<file path="src/rtl/operand_fetch.sv">
// operand_fetch: operand read and hazard resolution stage between decode and EX.
// Holds one decoded instruction in a registered output slot with a valid/ready
// handshake on both sides.
// Build option: define OPERAND_FETCH_FWD_EN to forward from EX/MEM/WB; only a
// load sitting in EX then has to wait. With the macro undefined, operands always
// come from the register file, and any in-flight write to a used source stalls.
module operand_fetch (
  input  logic        clk,
  input  logic        reset,
  input  logic        in_valid,
  output logic        in_ready,
  input  logic [2:0]  in_rs1,
  input  logic [2:0]  in_rs2,
  input  logic [2:0]  in_ws,
  input  logic        in_use_rs1,
  input  logic        in_use_rs2,
  input  logic        in_we,
  input  logic        in_is_load,
  output logic [2:0]  rf_rs1,
  output logic [2:0]  rf_rs2,
  input  logic [15:0] rf_rd1,
  input  logic [15:0] rf_rd2,
  input  logic [15:0] ex_result,
  input  logic        mem_valid,
  input  logic        mem_we,
  input  logic [2:0]  mem_ws,
  input  logic [15:0] mem_wd,
  input  logic        wb_we,
  input  logic [2:0]  wb_ws,
  input  logic [15:0] wb_wd,
  output logic        out_valid,
  input  logic        out_ready,
  output logic [15:0] out_op1,
  output logic [15:0] out_op2,
  output logic [2:0]  out_ws,
  output logic        out_we,
  output logic        out_is_load,
  output logic [15:0] stall_cnt
);

  logic        ex_m1, ex_m2, mem_m1, mem_m2, wb_m1, wb_m2;
  logic        stall;
  logic        xfer;
  logic [15:0] op1_sel, op2_sel;

  assign rf_rs1 = in_rs1;
  assign rf_rs2 = in_rs2;

  // Producer matches per source; an unused operand never matches anything.
  always_comb begin
    ex_m1  = in_use_rs1 & out_valid & out_we & (out_ws == in_rs1);
    ex_m2  = in_use_rs2 & out_valid & out_we & (out_ws == in_rs2);
    mem_m1 = in_use_rs1 & mem_valid & mem_we & (mem_ws == in_rs1);
    mem_m2 = in_use_rs2 & mem_valid & mem_we & (mem_ws == in_rs2);
    wb_m1  = in_use_rs1 & wb_we & (wb_ws == in_rs1);
    wb_m2  = in_use_rs2 & wb_we & (wb_ws == in_rs2);
  end

`ifdef OPERAND_FETCH_FWD_EN
  // Forwarding mux, youngest producer first; a load in EX has no data yet.
  always_comb begin
    stall = out_is_load & (ex_m1 | ex_m2);
    if (ex_m1)       op1_sel = ex_result;
    else if (mem_m1) op1_sel = mem_wd;
    else if (wb_m1)  op1_sel = wb_wd;
    else             op1_sel = rf_rd1;
    if (ex_m2)       op2_sel = ex_result;
    else if (mem_m2) op2_sel = mem_wd;
    else if (wb_m2)  op2_sel = wb_wd;
    else             op2_sel = rf_rd2;
  end
`else
  // No bypass paths: wait until every pending write has landed in the file.
  always_comb begin
    stall   = ex_m1 | ex_m2 | mem_m1 | mem_m2 | wb_m1 | wb_m2;
    op1_sel = rf_rd1;
    op2_sel = rf_rd2;
  end

  // Data inputs only feed the bypass mux, which is absent in this build.
  logic fwd_unused;
  assign fwd_unused = ^{ex_result, mem_wd, wb_wd};
`endif

  assign in_ready = !stall & (!out_valid | out_ready);
  assign xfer     = in_valid & in_ready;

  // Output slot: capture on transfer, drain to a bubble, hold under backpressure.
  always_ff @(posedge clk) begin
    if (reset) begin
      out_valid   <= 1'b0;
      out_op1     <= '0;
      out_op2     <= '0;
      out_ws      <= '0;
      out_we      <= 1'b0;
      out_is_load <= 1'b0;
    end else if (xfer) begin
      out_valid   <= 1'b1;
      out_op1     <= op1_sel;
      out_op2     <= op2_sel;
      out_ws      <= in_ws;
      out_we      <= in_we;
      out_is_load <= in_is_load;
    end else if (out_ready) begin
      out_valid   <= 1'b0;
    end
  end

  // Saturating count of cycles where decode offered an instruction we refused.
  always_ff @(posedge clk) begin
    if (reset) begin
      stall_cnt <= '0;
    end else if (in_valid && !in_ready && stall_cnt != 16'hFFFF) begin
      stall_cnt <= stall_cnt + 16'd1;
    end
  end

endmodule

</file>
<file path="config.mk">
export PLATFORM = sky130hd
export DESIGN_NAME = operand_fetch
export DESIGN_NICKNAME = d
export VERILOG_FILES = /design/src/rtl/operand_fetch.sv
export SDC_FILE = /design/constraint.sdc
export NUM_CORES = 1
export LEC_CHECK = 0
export ABC_AREA = 1
export ABC_CLOCK_PERIOD_IN_PS = 2000
export BUFFER_PORTS_ARGS = -buffer_cell sky130_fd_sc_hd__buf_4
export CORE_UTILIZATION = 45
export CTS_BUF_LIST = sky130_fd_sc_hd__clkbuf_4
export CTS_CLUSTER_DIAMETER = 40
export DETAILED_ROUTE_END_ITERATION = 16
export PLACE_DENSITY = 0.89
export SYNTH_ARGS = -nofsm -noshare
export SYNTH_HDL_FRONTEND = slang
export SYNTH_SLANG_ARGS = --single-unit
</file>
<file path="constraint.sdc">
create_clock -name clk -period 2 [get_ports clk]
set_clock_uncertainty 0.05 [all_clocks]
set_input_delay 0.3 -clock clk [delete_from_list [all_inputs] [get_ports clk]]
set_output_delay 0.3 -clock clk [all_outputs]
set_load 0.05 [all_outputs]
</file>
==> impl_results.md, run 1 <==
* Max_cap viols at 0
* GPL Wtd Cong at 0.882
* Slowest cell on the critical path: dfxtp_2
* Synthesized flop and latch total at 54
* Hold Buf Count CTS at 0
* Worst flop-to-flop path endpoint: stall_cnt[9]
* Detailed Route Iter0 Violations at 86
* CTS root buffer: clkbuf_4
* RSZ-0062 raised after global routing: true
* I/O Buffers at approximately 120
* N_diodes at 0
* Final nets at roughly 820
* Clk buf depth at 2
* Post-DP Area at approximately 4200 µm²
* Vias per cell at 4.34
* Most frequent cells in the layout: 215 x nand2_1, 160 x inv_1, 122 x buf_4, 86 x nor2_1, 49 x dfxtp_1
* Design Area, Final at 4320 µm²
* Hpwl dp at 5780 µm
* Outcome: finished clean
* Number of detailed-route iterations in the first pass at 4
* Clock Pin Slew Worst Setup and Hold Paths at 0.16 ns
* Post-synthesis area per instance at around 5.5 µm²
* Final Non-Filler Cells at 806
* Worst R2R Start: stall_cnt[0]
* Post-Place Worst Slack at 0.130 ns
* Hold crit path type: in2reg
* Fraction of layout cells with a size suffix above 1 at 21.0%
* Core footprint at 6980 µm²
* Leak pwr at 0.00264 µW
* Reg2reg path depth at 11
* Highest routed layer: met4
* Netlist Area Pre-Place at between 3000 and 4000 µm²
* Sequential fraction of the synthesis area at about a third
* Area grow syn2layout at 29.7%
* Commonest non-fill, non-tap cell in the layout: nand2_1
* Least-Margin Pin Slew at 0.426 ns
* CP endpoint: in_ready
* Final min period at 1.90 ns
* CTS Buf Count at 5
* Via count at 3500
* Multi-input combinational cell area at 1450 µm²
* CP dominant cell by count: nand2_1
* Met3 routed WL at around 450 µm
* First-pass GRT wire length at roughly 12000 µm
* Worst-path fanout max at 4
* Tcrit/Tclk final at 94.8%
* Htree depth at 2
* Initial antenna violation count at 0
* Buf+Inv Stages, Crit Path at 3
* FMAX at 527 MHz
* Type of origin of the critical path: flip-flop
* Final setup fails at 0
* Gate Count Post-Synth at 602
* Largest net degree at the start of global routing at 39
* Register area at 1090 µm²
* Final WL at 7730 µm
* CP Capture Type: output port
* CP Launch Point: out_ws[1]
* Syn nets at 709
* Detailed-route wire length per cell at between 9 and 10 µm
* Syn. warnings at 0
* Final Power at 2680 µW
* Slew Limit Headroom at 71.6%
* DR WL met2 at 3880 µm
* Slew Limit Fails at 0
* Pwr per Cell Area at 621 nW/µm²
* Arr. time, crit path at approximately 1.6 ns
* Ports at 167
* Crit Path Category: reg2out
* Yosys top cell area share at about 32%
* Die area at 7750 µm²
* Post-route ant nets at 0
* CTS sink cnt at 54
* Worst VDD drop at 294 µV
* DR DRC count at 0
* R2r setup slk at between 0.15 and 0.2 ns
* Total track usage at 19.7%
* Die Width at 88.0 µm
* Library cells used by synthesis at 22
* Fillers at 690
* Synth area leader: dfxtp_1
* Grt total ovfl at 0
* Synth top area cells: dfxtp_1 32%, nand2_1 24%, inv_1 18%, nor2_1 9.8%, nand4_1 3.4%
* Worst path depth at 10
* TritonCTS clock tree: done
* Die Y-Extent at slightly below 90 µm
* Initial Utilization at 47.7%
* # placed instances at slightly below 800
* Latest clock arrival within the worst-skew pair at 0.37 ns
* Critical Path RT at 1.65 ns
* Setup ws final at 0.104 ns
* Vias in the first global route at 3076
* Final setup TNS at 0 ns
* CP top delay family: simple AND/OR/NAND/NOR gates
* Crit-path max cell delay at between 0.3 and 0.4 ns
* Row Count at 30
* Critical path, cell by cell: inv_1, nand2_1, nand2_1, nor2_1, nand2_1, nand2_1, nand2_1, nand3_2, inv_2, buf_8
* Wl on met1 at ~3300 µm
* Hold Fails Final Rpt at 0
## cells in the mapped netlist
| cell | instances |
|---|---|
| inv_2 | 8 |
| nand2_4 | 1 |
| nand2_1 | 215 |
| clkbuf_1 | 2 |
| buf_6 | 6 |
| buf_1 | 7 |
| o21a_1 | 1 |
| buf_2 | 3 |
| dfxtp_1 | 54 |
| and3_1 | 1 |
| ha_1 | 1 |
| nand4_1 | 18 |
| nor3_1 | 3 |
| xor2_1 | 1 |
| buf_4 | 7 |
| inv_1 | 160 |
| nand3_1 | 22 |
| nor2_1 | 87 |
| o21ai_1 | 2 |
| nand3_2 | 1 |
| a21oi_1 | 1 |
| nor2_2 | 1 |
## cell type report
cell class                      instances  share of cell area (%)
Tap cell                               96                    2.78
Sequential cell                        54                    25.2
Clock buffer                            5                   0.869
Inverter                              168                    14.6
Clock inverter                          3                   0.492
Multi-Input combinational cell        355                    33.6
Timing Repair Buffer                  125                    22.5
## registers in the layout (all words and copies together), names as in the netlist
register     cells
out_we           1
out_ws           3
stall_cnt       16
out_is_load      1
out_op1         16
out_valid        1
out_op2         16
## kinds of logic (layout without fill, tap and decap cells)
kind of cell / after synthesis / after routing / synth area share, %
adder cells (fa/ha/maj): 1 / 1 / 0.376
AO/OA/AOI/OAI: 4 / 4 / 0.676
flip-flops: 54 / 54 / 32.5
XOR/XNOR: 1 / 1 / 0.263
buffers and inverters: 193 / 301 / 24.0
AND/OR/NAND/NOR: 349 / 349 / 42.2
## worst min path at each step
stage | start | endpoint | slack (ns) | cells after the start
floorplan | reset | stall_cnt[5] | 0.43 | 3
finish | rf_rd2[7] | out_op2[7] | 0.16 | 5
CTS | rf_rd2[5] | out_op2[5] | 0.13 | 5
detailed placement | out_op1[8] | out_op1[8] | 0.44 | 4
global placement | out_op1[14] | out_op1[14] | 0.45 | 4
global route | rf_rd2[4] | out_op2[4] | 0.15 | 5
## worst reg2reg max path: stages (launching register included)
cell and delay, ns:
dfxtp_2 0.40, ha_1 0.19, nand2_1 0.09, nor2_1 0.26
nand4_1 0.25, buf_4 0.22, nand2_1 0.05, inv_1 0.05
nand3_1 0.07, nand2_1 0.06, inv_1 0.05, nor2_1 0.04
## where the power goes
part           internal (µW)  switching [µW]
sequential              1160            49.4
combinational            326             648
clock                    139             358
total                   1630            1060
## metal layers
layer | vias up | global-route usage (%)
met5 | - | 0
met4 | 0 | 5.13
met3 | 8 | 3.77
met2 | 98 | 38.1
met1 | 1489 | 21.9
li1 | 1905 | -
## stage by stage
step / hold WS [ns] / util, %
floorplan: 0.429 / -
global placement: 0.445 / 60.6
detailed placement: 0.445 / 60.6
CTS: 0.135 / 61.5
global route: 0.151 / 61.9
finish: 0.158 / 61.9
## repair_timing
action / in CTS / in global routing
resized for setup: 0 / 6
setup endpoints to repair: 0 / 8
buffers inserted: 0 / 2
Note: power is estimated with default switching activity, not from simulation.
==> run 2, diff against run 1 <==
CORE_UTILIZATION = 40   (was 45)
PLACE_DENSITY = 0.81   (was 0.89)
==> run 2 against run 1 <==
Clock power is 29% higher. Non-clock buffer count fell by 1. Count of clock-buffer cells in the layout did not move. Fmax grew 2.3%. Power is 6.0% higher. Routed wire length is 2.5% higher. Register-to-register slack improved by 0.08 ns. Die area up 12%. Global-route usage fell by 1.5 points. Critical endpoint unchanged.
==> impl_results.md, run 2 (same netlist as run 1, synthesis figures left out) <==
* Type of origin of the critical path: flip-flop
* Htree depth at 2 (unchanged)
* Flop pwr share at 42.6% (-2.5 points)
* RSZ-0062 raised after global routing: false
* Worst VDD drop at 314 µV (+6.5%)
* Int Power at 1760 µW (+8.5%)
* Worst Hold Slack at 0.151 ns (-0.00652 ns)
* DR WL met2 at 4040 µm (+4.2%)
* GPL Wtd Cong at 0.816 (-7.5%)
* Tcrit/Tclk final at 92.6% (-2.2 points)
* CTS Buf Count at 5 (unchanged)
* Critical Path RT at 1.65 ns (about the same)
* Psw at 1080 µW (+2.2%)
* Buf+Inv Stages, Crit Path at 3 (unchanged)
* Detailed-route wire length per cell at 9.77 µm (+1.9%)
* Area grow syn2layout at 31.0%
* Arr. time, crit path at 1.50 ns (-0.05 ns)
* CP top delay family: simple AND/OR/NAND/NOR gates
* Pwr per Cell Area at 651 nW/µm² (+4.9%)
* Final setup fails at 0 (unchanged)
* Hold crit path type: in2reg
* Hpwl dp at 5880 µm (+1.6%)
* CTS sink cnt at 54 (unchanged)
* Clk buf depth at 2 (unchanged)
* Clock Pin Slew Worst Setup and Hold Paths at 0.17 ns (about the same)
* Total track usage at 18.2% (-1.5 points)
* Via count at 3504 (+0.11%)
* Number of detailed-route iterations in the first pass at 5 (+1)
* Vias in the first global route at 3128 (+1.7%)
* Clock power frac at 22.6% (+4.1 points)
* Final nets at 815 (-0.12%)
* Critical path, cell by cell: inv_1, nand2_1, nand2_1, nor2_1, nand2_1, nand2_1, nand2_2, nand3_4, inv_4, buf_8
* Worst-path fanout max at 4 (unchanged)
* Core footprint at 7890 µm² (+13%)
* Latest clock arrival within the worst-skew pair at 0.38 ns (about the same)
* Crit-path max cell delay at 0.38 ns (about the same)
* First-pass GRT wire length at 13000 µm (+4.5%)
* Final min period at 1.85 ns (-0.0432 ns)
* FMAX at 540 MHz (+2.3%)
* I/O Buffers at 118 (unchanged)
* Row Count at 32 (+6.7%)
* Met3 routed WL at 338 µm (-24%)
* Slowest cell on the critical path: dfxtp_2
* Post-route ant nets at 0 (unchanged)
* DR DRC count at 0 (unchanged)
* Final WL at 7920 µm (+2.5%)
* Grt total ovfl at 0 (unchanged)
* CP dominant cell by count: nand2_1
* Initial Utilization at 42.2% (-5.5 points)
* Detailed Route Iter0 Violations at 108 (+26%)
* Ports at 167 (unchanged)
* Final core utilization at 55.3% (-6.5 points)
* Most frequent cells in the layout: 214 x nand2_1, 159 x inv_1, 121 x buf_4, 85 x nor2_1, 48 x dfxtp_1
* Die Y-Extent at 93.2 µm (+5.9%)
* Max_cap viols at 0 (unchanged)
* Design Area, Final at 4360 µm² (+1.0%)
* Largest net degree at the start of global routing at 38 (-2.6%)
* Final setup TNS at 0 ns (unchanged)
* Post-DP Area at 4250 µm² (+0.35%)
* Least-Margin Pin Slew at 0.429 ns (+0.00290 ns)
* Leak pwr at 0.00265 µW (+0.32%)
* Highest routed layer: met4
* Fraction of layout cells with a size suffix above 1 at 21.6% (+0.59 points)
* Slew Limit Headroom at 71.4% (-0.19 points)
* Hold Fails Final Rpt at 0 (unchanged)
* Setup Buffers After CTS at 0 (unchanged)
* Outcome: finished clean
* Crit Path Category: reg2out
* Net Sw Frac at 37.9% (-1.4 points)
* Wl on met1 at 3490 µm (+5.2%)
* CP Capture Type: output port
* Combinational share of power at 34.8% (-1.5 points)
* Vias per cell at 4.32 (-0.50%)
* Slew Limit Fails at 0 (unchanged)
* Commonest non-fill, non-tap cell in the layout: nand2_1
* Largest regs: out_op1: 16 flops, out_op2: 16 flops, stall_cnt: 16 flops
* TritonCTS clock tree: done
* Die Width at 93.2 µm (+5.9%)
* CTS root buffer: clkbuf_4
* N_diodes at 0 (unchanged)
* Die area at 8690 µm² (+12%)
* Fillers at 803 (+16%)
* Initial antenna violation count at 0 (unchanged)
==> run 2: layer usage <==
| layer | GRT usage, % | up-vias |
|---|---|---|
| li1 | - | 1905 |
| met1 | 21.5 | 1515 |
| met2 | 33.6 | 80 |
| met3 | 3.01 | 4 |
| met4 | 5.13 | 0 |
| met5 | 0 | - |
==> run 2: through the flow <==
| stage | setup WS, ns | total power [µW] | std cells |
|---|---|---|---|
| after floorplan | 0.0104 | 1920 | 602 |
| after global placement | 0.211 | 2190 | 803 |
| after detailed placement | 0.171 | 2210 | 803 |
| after CTS | 0.00133 | 2880 | 811 |
| after global routing | 0.0153 | 3020 | 811 |
| final | 0.147 | 2840 | 811 |
==> run 2: final cells by class <==
class	count	area [µm²]	area share, %
Sequential cell	54	1090	24.9
Inverter	168	633	14.5
Multi-Input combinational cell	355	1460	33.6
Clock inverter	3	48.8	1.12
Clock buffer	5	37.5	0.860
Timing Repair Buffer	124	963	22.1
Tap cell	102	128	2.93
==> run 2: final timing paths <==
check | endpoint | startpoint | depth (start not counted) | slack (ns)
min reg2reg | out_op2[15] | out_op2[15] | 4 | 0.47
max | in_ready | out_ws[1] | 10 | 0.15
max reg2reg | stall_cnt[11] | stall_cnt[0] | 9 | 0.24
min | out_op2[10] | rf_rd2[10] | 5 | 0.15
==> run 2: worst reg2reg max path, cell delays in order, from the launching register on <==
cell	delay, ns
dfxtp_2	0.40
ha_1	0.20
nand2_1	0.09
nor2_2	0.18
nand4_1	0.25
nand3_1	0.20
inv_1	0.07
nand4_1	0.10
nand2_1	0.07
nor2_1	0.10
==> run 2: what timing repair did <==
action / in CTS / in global routing
hold buffers: 0 / 0
endpoints found under the hold margin: 0 / 0
setup endpoints to repair: 0 / 13
resized for setup: 0 / 12
==> run 2: power groups by stage <==
stage | combinational (µW) | clock (µW) | sequential [µW]
global placement | 965 | 0 | 1230
global route | 1080 | 714 | 1220
finish | 988 | 643 | 1210
CTS | 986 | 682 | 1210
floorplan | 409 | 0 | 1510
detailed placement | 982 | 0 | 1230
